### src/rtl/spi_cmd_loader.sv
// SPI mode-0 slave and byte-command decoder feeding the burst_dds SRAM write stream.
// Pins are oversampled in the HS_CLK domain; outputs are a valid/ready write port, burst length and arm pulse.
module spi_cmd_loader #(
    parameter int ADDR_W      = 17,
    parameter int DATA_W      = 8,
    parameter int SYNC_STAGES = 2
) (
    input  logic              HS_CLK,
    input  logic              RST,
    input  logic              SCK,
    input  logic              MOSI,
    input  logic              SPI_CE,
    output logic              MISO,
    output logic [ADDR_W-1:0] WR_ADDR,
    output logic [DATA_W-1:0] WR_DATA,
    output logic              WR_VALID,
    input  logic              WR_READY,
    output logic [ADDR_W-1:0] BURST_LEN,
    output logic              ARM,
    output logic              OVERRUN,
    input  logic              BUSY
);

    typedef enum logic [2:0] {IDLE, CMD, ADDR, DATA, LEN, IGNORE} state_t;

    state_t state_q, state_d;

    logic [SYNC_STAGES-1:0] sck_sync, mosi_sync, ce_sync;
    logic                   sck_prev, ce_prev;
    logic                   sck_s, mosi_s, ce_s;
    logic                   sck_rise, sck_fall, ce_fall;

    logic [2:0]             bit_cnt;
    logic [DATA_W-1:0]      rx_sh, rx_byte;
    logic [DATA_W-1:0]      status_sh;
    logic [1:0]             field_cnt;
    logic [3*DATA_W-1:0]    field, field_next;
    logic [ADDR_W-1:0]      field_val;
    logic                   addr_pend;
    logic [ADDR_W-1:0]      addr_pend_val;

    logic active, byte_done, fire;
    logic load_addr, load_len, arm_d, set_ovr, clr_ovr, accept;

    // Synchronizers and edge history are free-running (not reset) so that releasing
    // RST with SPI_CE already low never manufactures a false chip-enable edge.
    always_ff @(posedge HS_CLK) begin
        sck_sync  <= {sck_sync[SYNC_STAGES-2:0], SCK};
        mosi_sync <= {mosi_sync[SYNC_STAGES-2:0], MOSI};
        ce_sync   <= {ce_sync[SYNC_STAGES-2:0], SPI_CE};
        sck_prev  <= sck_sync[SYNC_STAGES-1];
        ce_prev   <= ce_sync[SYNC_STAGES-1];
    end

    assign sck_s    = sck_sync[SYNC_STAGES-1];
    assign mosi_s   = mosi_sync[SYNC_STAGES-1];
    assign ce_s     = ce_sync[SYNC_STAGES-1];
    assign sck_rise = sck_s & ~sck_prev;
    assign sck_fall = ~sck_s & sck_prev;
    assign ce_fall  = ~ce_s & ce_prev;

    assign active     = ~ce_s && (state_q != IDLE);
    assign byte_done  = active && sck_rise && (bit_cnt == 3'd7);
    assign rx_byte    = {rx_sh[DATA_W-2:0], mosi_s};
    assign field_next = {field[2*DATA_W-1:0], rx_byte};
    assign field_val  = field_next[ADDR_W-1:0];
    assign fire       = WR_VALID && WR_READY;

    always_ff @(posedge HS_CLK) begin
        if (RST) state_q <= IDLE;
        else     state_q <= state_d;
    end

    always_comb begin
        state_d   = state_q;
        load_addr = 1'b0;
        load_len  = 1'b0;
        arm_d     = 1'b0;
        set_ovr   = 1'b0;
        clr_ovr   = 1'b0;
        accept    = 1'b0;
        if (ce_fall) begin
            state_d = CMD;
        end else if (ce_s) begin
            state_d = IDLE;
        end else if (byte_done) begin
            case (state_q)
                CMD: begin
                    case (rx_byte)
                        8'h01:   state_d = ADDR;
                        8'h02:   state_d = DATA;
                        8'h03:   state_d = LEN;
                        8'h04: begin
                            state_d = IGNORE;
                            if (BUSY) set_ovr = 1'b1;
                            else      arm_d   = 1'b1;
                        end
                        8'h05: begin
                            state_d = IGNORE;
                            clr_ovr = 1'b1;
                        end
                        default: state_d = IGNORE;
                    endcase
                end
                ADDR: begin
                    if (field_cnt == 2'd2) begin
                        load_addr = 1'b1;
                        state_d   = IGNORE;
                    end
                end
                LEN: begin
                    if (field_cnt == 2'd2) begin
                        load_len = 1'b1;
                        state_d  = IGNORE;
                    end
                end
                DATA: begin
                    if (!BUSY && (!WR_VALID || WR_READY)) accept  = 1'b1;
                    else                                   set_ovr = 1'b1;
                end
                default: ;
            endcase
        end
    end

    always_ff @(posedge HS_CLK) begin
        if (RST) begin
            MISO          <= 1'b0;
            WR_ADDR       <= '0;
            WR_DATA       <= '0;
            WR_VALID      <= 1'b0;
            BURST_LEN     <= '0;
            ARM           <= 1'b0;
            OVERRUN       <= 1'b0;
            bit_cnt       <= '0;
            rx_sh         <= '0;
            status_sh     <= '0;
            field_cnt     <= '0;
            field         <= '0;
            addr_pend     <= 1'b0;
            addr_pend_val <= '0;
        end else begin
            if (ce_fall) begin
                bit_cnt   <= '0;
                MISO      <= BUSY;
                status_sh <= {OVERRUN, {(DATA_W-1){1'b0}}};
            end else if (ce_s) begin
                MISO      <= 1'b0;
                status_sh <= '0;
            end else if (active) begin
                if (sck_rise) begin
                    rx_sh   <= rx_byte;
                    bit_cnt <= bit_cnt + 3'd1;
                end
                if (sck_fall) begin
                    MISO      <= status_sh[DATA_W-1];
                    status_sh <= {status_sh[DATA_W-2:0], 1'b0};
                end
            end

            if (byte_done) begin
                if (state_q == ADDR || state_q == LEN) begin
                    field     <= field_next;
                    field_cnt <= field_cnt + 2'd1;
                end else begin
                    field_cnt <= '0;
                end
            end

            ARM <= arm_d;
            if (clr_ovr)      OVERRUN <= 1'b0;
            else if (set_ovr) OVERRUN <= 1'b1;

            if (load_len) BURST_LEN <= field_val;

            if (accept) begin
                WR_DATA  <= rx_byte;
                WR_VALID <= 1'b1;
            end else if (fire) begin
                WR_VALID <= 1'b0;
            end

            // An address load during a pending write waits for the handshake, then replaces the increment.
            if (fire) begin
                if (load_addr)      WR_ADDR <= field_val;
                else if (addr_pend) WR_ADDR <= addr_pend_val;
                else                WR_ADDR <= WR_ADDR + ADDR_W'(1);
                addr_pend <= 1'b0;
            end else if (load_addr) begin
                if (WR_VALID) begin
                    addr_pend     <= 1'b1;
                    addr_pend_val <= field_val;
                end else begin
                    WR_ADDR <= field_val;
                end
            end
        end
    end

endmodule

### config.mk
export PLATFORM = sky130hd
export DESIGN_NAME = spi_cmd_loader
export DESIGN_NICKNAME = d
export VERILOG_FILES = /design/src/rtl/spi_cmd_loader.sv
export SDC_FILE = /design/constraint.sdc
export NUM_CORES = 1
export LEC_CHECK = 0
export CORE_ASPECT_RATIO = 1.4
export CORE_MARGIN = 4
export CORE_UTILIZATION = 50
export DETAILED_ROUTE_END_ITERATION = 10
export MAX_ROUTING_LAYER = met4
export PLACE_DENSITY_LB_ADDON = 0.08
export REMOVE_ABC_BUFFERS = 1
export SLEW_MARGIN = 0
export SYNTH_ARGS = -nofsm -noshare
export SYNTH_HDL_FRONTEND = slang
export SYNTH_SLANG_ARGS = --single-unit
export TNS_END_PERCENT = 50
### constraint.sdc
create_clock -name HS_CLK -period 1.8 [get_ports HS_CLK]
set_clock_uncertainty 0.1 [all_clocks]
set_input_delay 0.54 -clock HS_CLK [delete_from_list [all_inputs] [get_ports HS_CLK]]
set_output_delay 0.54 -clock HS_CLK [all_outputs]
set_load 0.01 [all_outputs]
Word-level counts from Yosys, hierarchy flattened
Cells that the tools add are included.
- output and inout bits: 46
- logic and storage cells: 130
- register bits: 97
- equal/unequal tests: 14
- reductions and logical operators: 32
- add/sub/neg operators: 3
- bitwise operators: 11
- multiplexer cells: 49
- operators by type and width (cell ; count):
    $mux 17 ; 5
    $mux 1 ; 35
    $mux 8 ; 4
    $add 17x1->17 const B ; 1
    $eq 8x2->1 const B ; 2
    $eq 8x3->1 const B ; 2
    $reduce_and 3->1 ; 4
    $reduce_bool 3->1 ; 4
    $pmux 3 s3 ; 1
    $eq 8x1->1 const B ; 1
    $not 1->1 ; 8
    $reduce_and 2->1 ; 4
    $reduce_or 2->1 ; 4
    $eq 3x2->1 const B ; 2
    $eq 3x3->1 const B ; 2
    $pmux 3 s2 ; 1
    $reduce_bool 2->1 ; 3
    $reduce_or 6->1 ; 1
    $logic_and 1x1->1 ; 5
    $ne 2x1->1 const B ; 2
    $ne 4x1->1 const B ; 1
    $reduce_and 4->1 ; 1
    $reduce_bool 4->1 ; 1
    $add 3x1->3 const B ; 1
    other kinds (10) ; 14

Longest topological paths before layout
Gate-level depths: netlist (run 1).
- depth after elaboration: 9
- mapped depth: 10
- gate-level depth less buffers: 8

Least setup slack after synthesis (run 1)
Ideal clock, no wire load.
- kind: flip-flop to flip-flop
- from: register bit_cnt[0]
- to: register WR_DATA[4]
- cell stages (with the launch flop): 10
- slack: -0.159 ns
- period minus slack after synthesis: 1.959 ns
- setup time: 0.128 ns
- data arrival time: 1.731 ns
- path through: dfxtp_1 ha_1 ha_1 and4bb_4 nand2_4 nor4_4 and3_1 buf_6 mux2i_1 nor2_1
- word-level cells in the longest chain between the ends: 5
- ends and longest elaborated chain (what ; line ; RTL):
    from (decl) ; 33 ; logic [2:0] bit_cnt;
    from (signal assigned) ; 153 ; bit_cnt <= bit_cnt + 3'd1;
    $eq 3x3->1 ; 63 ; assign byte_done = active && sck_rise && (bit_cnt == 3'd7);
    $logic_and 1x1->1 ; 63 ;
    $mux 1 ; 86 ; end else if (byte_done) begin
    $mux 1 ; 84 ; end else if (ce_s) begin
    $mux 1 ; 82 ; if (ce_fall) begin
    to (signal assigned) ; 177 ; WR_DATA <= rx_byte;
    to (decl) ; 15 ; output logic [DATA_W-1:0] WR_DATA,
No other way between the ends.
A chain may end at the register's enable or synchronous reset.

Worst setup path after layout (run 1)
- from: register bit_cnt[0]
- to: register addr_pend_val[13]
- word-level cells in the longest chain between the ends: 6
- ends and longest elaborated chain (what ; line ; RTL):
    $eq 3x3->1 ; 63 ;
    $logic_and 1x1->1 ; 63 ;
    $mux 1 ; 86 ;
    $mux 1 ; 84 ;
    $mux 1 ; 82 ;
    $reduce_and 3->1 (no source line) ; -- ;
    to (signal assigned) ; 192 ; addr_pend_val <= field_val;
    to (decl) ; 40 ; logic [ADDR_W-1:0] addr_pend_val;
No other way between the ends.

==> flow_summary.json, run 1 <==
{
  "status": "complete, but fails checks",
  "violations": "negative setup slack",
  "slowest_stage": "dfxtp_2",
  "synthArstFlopShare": 0,
  "die_area_um2": 10230,
  "hold_depth": 0,
  "first_iter_violations": 338,
  "multi_input_area_um2": 2486,
  "p_leak_nw": 2.750,
  "p_total_mw": 4.235,
  "fin_crit_ns": 2.105,
  "ys_seq_area_frac": 0.4486,
  "vias_per_cell": 5.557,
  "r2r-end": "addr_pend_val[13]",
  "dpl_cell_area_um2": 5478,
  "antenna_found_initial": 0,
  "crit_path_end_kind": "flip-flop",
  "grt_use_total": 0.2517,
  "synth.distinct_cells": 52,
  "post-route-period-util": 1.170,
  "floorplan.die.height_um": 118.1,
  "power.density_nw_per_um2": 668.4,
  "rsz0062_at_grt": "true",
  "clock_sink_count": 97,
  "clock_latency_ns": 0.35,
  "antenna_left": 0,
  "synth_cells": 486,
  "worst_ep_required_time_ns": 1.98,
  "start_kind": "flip-flop",
  "fin_cells": 718,
  "peakVddDrop_mv": 0.7752,
  "cts_tree": "done",
  "num_rows": 39,
  "overflow": 0,
  "dr_wl_met3_um": 562,
  "r2r-start": "bit_cnt[0]",
  "grt_max_degree": 40,
  "root_buffer": "clkbuf_16",
  "cts_buffers": 9,
  "antennaDiodeCount": 0,
  "cp-endpoint": "addr_pend_val[13]",
  "reg2reg_depth": 10,
  "area_growth_pct": 46.36,
  "top_layer_used": "met4",
  "gp_congestion": 0.8589,
  "nNetsFinal": 622,
  "fp.dieW_um": 86.64,
  "detail_route.wl_per_cell_um": 17.46,
  "dpl.cell_count": 684,
  "pin_count": 53,
  "max_freq_mhz": 475.0,
  "worstPathArrival_ns": 2.29,
  "ys.flop_type": "dfxtp_1",
  "fillers": 598,
  "setup_slack_ns": -0.3054,
  "reg2reg_setup_slack_ns": -0.31,
  "critPathKind": "reg -> reg",
  "wl_um": 12540,
  "clk_pin_slew_ns": 0.07,
  "vias": 3990,
  "slowest_delay_ns": 0.35,
  "first_pass_iters": 5,
  "tightest_slew_ns": 0.5665,
  "crit_path_max_fanout": 6,
  "cap_violations": 0,
  "worstHoldPathType": "reg -> reg",
  "grt_pass1_vias": 4003,
  "report.final.slew_viol_count": 0,
  "ctsHtreeMaxLevel": 3,
  "setup_violations": 76,
  "fin_setup_tns_ns": -14.85,
  "port-buffer-count": 52,
  "finalHoldViolCount": 0,
  "avgSynthCellArea_um2": 8.908,
  "dp_hpwl_um": 7736,
  "syn_area_um2": 4329,
  "maxSlewHeadroom": 0.6218,
  "layout-drive-gt1-share": 0.3084,
  "yosysWarnings": 0,
  "core_area_um2": 8295,
  "cts_buffer_depth": 2,
  "met2WireLength_um": 6679,
  "grt_pass1_wl_um": 19720,
  "path_cells": "ha_4, ha_4, and4bb_4, buf_4, and4_4, buf_6, and2_4, buf_6, nand2_1, a21oi_2",
  "ys_ff_latch": 97,
  "drc_errors": 0,
  "ff_latch_area_um2": 1953,
  "synth_edf_count": 0,
  "crit_start": "bit_cnt[0]",
  "start_util": 0.5219,
  "wl_met1_um": 5021,
  "fin_area_um2": 6336
}
stage by stage:
stage	util	setup WS, ns	hold slack, ns
6_report	0.7638	-0.3054	0.2276
4_1_cts	0.7406	-0.2512	0.2273
2_1_floorplan	-	-0.7562	0.2096
3_5_place_dp	0.6603	-0.3520	0.2121
5_1_grt	0.7638	-0.3721	0.2316
3_3_place_gp	0.6603	-0.3269	0.2096
cell usage after synthesis (all sizes together) (2+ instances only):
cell    instances  area share
a211oi          5      0.0098
a21oi          37       0.043
a221oi          3      0.0061
a311oi          2      0.0040
a31oi           3      0.0043
and4            3      0.0061
buf            17       0.032
clkbuf         19       0.017
dfxtp          97        0.45
ha              4       0.012
inv             9      0.0078
mux2            2      0.0052
mux2i          46        0.11
nand2          69       0.062
nand2b          5      0.0072
nand3           9       0.012
nand4           4      0.0072
nor2           75       0.067
nor3            8      0.0092
nor3b           3      0.0052
nor4            8       0.018
nor4b           2      0.0040
o211a           2      0.0046
o211ai          3      0.0052
o21a            4      0.0069
o21ai          12       0.016
o221ai          3      0.0075
or3             3      0.0043
xnor2          14       0.028
xor2            4      0.0081
sequential cells by signal, summed over array words and instances, names as in the netlist, 2 cells and up:
register       flops
field              9
field_cnt          2
ce_sync            2
rx_sh              7
sck_sync           2
addr_pend_val     17
WR_DATA            8
BURST_LEN         17
WR_ADDR           17
bit_cnt            3
state_q            3
mosi_sync          2
layout make-up:
type / count / area share
clock buffers: 10 / 0.03772
clock inverters: 6 / 0.01066
inverters: 9 / 0.005332
multi-input cells: 344 / 0.3924
flip-flops and latches: 97 / 0.3083
well taps: 102 / 0.02014
repair buffers: 150 / 0.2255
how the worst min path moves through the flow:
stage / slack (ns) / to / start
CTS: 0.23 / sck_sync[1] / sck_sync[0]
global route: 0.23 / mosi_sync[1] / mosi_sync[0]
detailed placement: 0.21 / sck_sync[1] / sck_sync[0]
global placement: 0.21 / mosi_sync[1] / mosi_sync[0]
floorplan: 0.21 / ce_sync[1] / ce_sync[0]
finish: 0.23 / sck_sync[1] / sck_sync[0]
timing repair:
action / CTS / global route
gates cloned: 3 / 0
pin swaps: 27 / 22
setup buffers: 12 / 4
endpoints found under the setup margin: 122 / 85
gates resized for setup: 116 / 43
hold buffers: 0 / 0
routing by layer:
layer,track usage,vias to the layer above
met3,0.03151,27
met5,-,-
li1,-,1932
met1,0.2909,1912
met2,0.4306,119
met4,0.1072,0
critical path: cells and delay by family (launching register included):
| family | cells | cell delay [ns] |
|---|---|---|
| buffers and inverters | 3 | 0.38 |
| and+or+nand+nor | 4 | 0.80 |
| DFF | 1 | 0.35 |
| AOI/OAI and AO/OA | 1 | 0.15 |
| adders and majority gates | 2 | 0.25 |
logic make-up (layout without fill, tap and decap cells):
family,Yosys count,count (layout),synth area share
buffers and inverters,45,175,0.05694
AO/OA/AOI/OAI,81,81,0.1252
AND/OR/NAND/NOR,193,193,0.2098
flip-flops,97,97,0.4486
XOR/XNOR,18,18,0.03642
multiplexers,48,48,0.1116
adder cells (fa/ha/maj),4,4,0.01156
power by group:
group / leakage, nW / switching, mW / total [mW] / internal [mW]
registers: 0.789 / 0.00810 / 2.16 / 2.16
clock network: 0.145 / 0.834 / 1.95 / 1.12
logic: 1.82 / 0.0720 / 0.120 / 0.0476
layout by cell type, fill, tap and decap left out, drive strengths merged, types with 2 or more instances in the layout:
cell type and n:
xnor2 14, nor3 8, nand4 4, nor4 8, nand3 9, nor2 75, clkinvlp 2, dfxtp 97
ha 4, mux2i 46, and4 3, inv 9, o21ai 12, nand2 69, nor4b 2, clkinv 3
a211oi 5, o21a 4, a221oi 3, or3 3, xor2 4, clkbuf 11, nand2b 5, a31oi 3
dlygate4sd2 45, o211ai 3, o211a 2, a311oi 2, a21oi 37, buf 98, o221ai 3, mux2 2
clkdlybuf4s50 5, nor3b 3
Note: power is estimated with default switching activity, not from simulation.
==> run 2: changes to the inputs <==
- GPL_TIMING_DRIVEN: default -> 0
==> run 2 against run 1 <==
The flow still finishes with violations (negative setup slack). Clock power barely moved. Setup slack got worse by 0.020 ns. Via count is 3.5% lower. Routed wire length shrank 4.0%. Worst hold slack got worse by 0.00057 ns. First-iteration DRC count is 24% lower. Global-route usage shrank 0.92 points. Combinational power fell by 30%.
==> flow_summary.json, run 2 (synthesized netlist as in run 1, its figures left out) <==
{
  "status": "complete, but fails checks",
  "violations": "negative setup slack",
  "grt_max_degree": 86,
  "layout_common_cells": "dfxtp_1 (79), nor2_1 (71), nand2_1 (58), mux2i_1 (46), dlygate4sd2_1 (46)",
  "wl_um": 12040,
  "max_freq_mhz": 470.5,
  "layout-drive-gt1-share": 0.2389,
  "cap_violations": 0,
  "cts_buffers": 9,
  "ctsHtreeMaxLevel": 3,
  "peakVddDrop_mv": 0.5655,
  "ctsHoldBuffers": 0,
  "path_cells": "ha_4, ha_4, and4bb_4, buf_12, and4_4, nor2_4, buf_12, o211ai_1, o211ai_1, a21oi_1",
  "dpl.cell_count": 606,
  "start_kind": "flip-flop",
  "antenna_found_initial": 0,
  "mostFrequentLayoutCell": "dfxtp_1",
  "finalHoldViolCount": 0,
  "fin_cells": 663,
  "port-buffer-count": 52,
  "report.final.slew_viol_count": 0,
  "crit_path_max_fanout": 11,
  "setup_violations": 75,
  "slowest_delay_ns": 0.35,
  "num_rows": 39,
  "grt_pass1_vias": 3672,
  "root_buffer": "clkbuf_16",
  "first_pass_iters": 5,
  "first_iter_violations": 256,
  "worstPathArrival_ns": 2.29,
  "gp_congestion": 0.8440,
  "p_leak_nw": 2.391,
  "pin_count": 53,
  "clock_sink_count": 97,
  "hold_depth": 0,
  "floorplan.die.height_um": 118.1,
  "vias_per_cell": 5.805,
  "place_ws_ns": -0.8265,
  "cts_buffer_depth": 2,
  "detail_route.wl_per_cell_um": 18.15,
  "antennaDiodeCount": 0,
  "path_depth": 10,
  "nNetsFinal": 567,
  "maxSlewHeadroom": 0.3701,
  "vias": 3849,
  "hold_slack_ns": 0.2270,
  "start_util": 0.5219,
  "p_total_mw": 4.230,
  "worstHoldPathType": "reg -> reg",
  "area_growth_pct": 34.83,
  "overflow": 0,
  "reg2reg_depth": 10,
  "post-route-period-util": 1.181,
  "fp.dieW_um": 86.64,
  "drc_errors": 0,
  "crit_buf_inv": 2,
  "cp_top_family": "simple AND/OR/NAND/NOR gates",
  "power.density_nw_per_um2": 724.7,
  "tightest_slew_ns": 0.9449,
  "worst_ep_required_time_ns": 1.96,
  "grt_pass1_wl_um": 19110,
  "cts_tree": "done",
  "top_regs": "BURST_LEN (17), WR_ADDR (17), addr_pend_val (17)",
  "antenna_left": 0,
  "slowest_stage": "dfxtp_2",
  "clock_latency_ns": 0.34,
  "fin_crit_ns": 2.126,
  "core_area_um2": 8295,
  "dp_hpwl_um": 6524,
  "critPathKind": "reg -> reg",
  "crit_path_end_kind": "flip-flop",
  "rsz0062_at_grt": "true",
  "die_area_um2": 10230,
  "clk_pin_slew_ns": 0.07,
  "setup_slack_ns": -0.3255,
  "fin_setup_tns_ns": -13.02,
  "grt_use_total": 0.2425
}
run 2: cell types whose count changed in the layout (fill, tap and decap cells not counted), moves of 4 or more:
cell	before	now
a21oi_1	22	32
buf_4	67	16
dfxtp_1	88	79
nand2_4	5	0
nand2_2	2	9
nand2_1	62	58
buf_6	19	12
nor2_4	5	1
a21oi_2	13	5
dfxtp_2	9	17
nand2_8	0	4
run 2: report_power, final:
group          switching [mW]  total (mW)  internal, mW  leakage, nW
registers              0.0189        2.17          2.16        0.794
clock network           0.823        1.97          1.15        0.155
logic                  0.0573      0.0846        0.0274         1.44
run 2: area by class of cell:
class | count | area, µm²
inverters | 9 | 33.78
fillers | 651 | 2459
clock buffers | 11 | 252.7
repair buffers | 89 | 908.4
flip-flops and latches | 97 | 1967
multi-input cells | 350 | 2494
well taps | 102 | 127.6
clock inverters | 5 | 53.80
run 2: per-stage QoR:
step,utilization,area (µm²)
2_1_floorplan,-,4116
3_3_place_gp,0.5744,4765
3_5_place_dp,0.5778,4793
4_1_cts,0.6819,5657
5_1_grt,0.7036,5837
6_report,0.7036,5837
run 2: timing repair:
action                                  4_1_cts  5_1_grt
pin swaps                                    19       10
endpoints found under the hold margin         0        0
gates cloned                                  6        1
buffers inserted                             28        6
gates resized for setup                     125       25
endpoints found under the setup margin      130       88
run 2: final timing paths:
path	start	end	slack, ns
max	bit_cnt[1]	WR_ADDR[0]	-0.33
min	mosi_sync[0]	mosi_sync[1]	0.23
max reg2reg	bit_cnt[1]	WR_ADDR[0]	-0.33
min reg2reg	mosi_sync[0]	mosi_sync[1]	0.23
run 2: per-layer routing:
| metal | wire, µm | global-route usage | vias up |
|---|---|---|---|
| met3 | 649 | 0.04342 | 44 |
| met1 | 4717 | 0.2870 | 1851 |
| met2 | 6154 | 0.3946 | 132 |
| li1 | - | - | 1822 |
| met5 | 0 | - | - |
| met4 | 513 | 0.1111 | 0 |
run 2: worst reg2reg max path: stages (launching register included):
cell and delay (ns):
dfxtp_2 0.35, ha_4 0.14, ha_4 0.11, and4bb_4 0.26, buf_12 0.13, and4_4 0.25, nor2_4 0.05, buf_12 0.16
o211ai_1 0.15, o211ai_1 0.17, a21oi_1 0.17
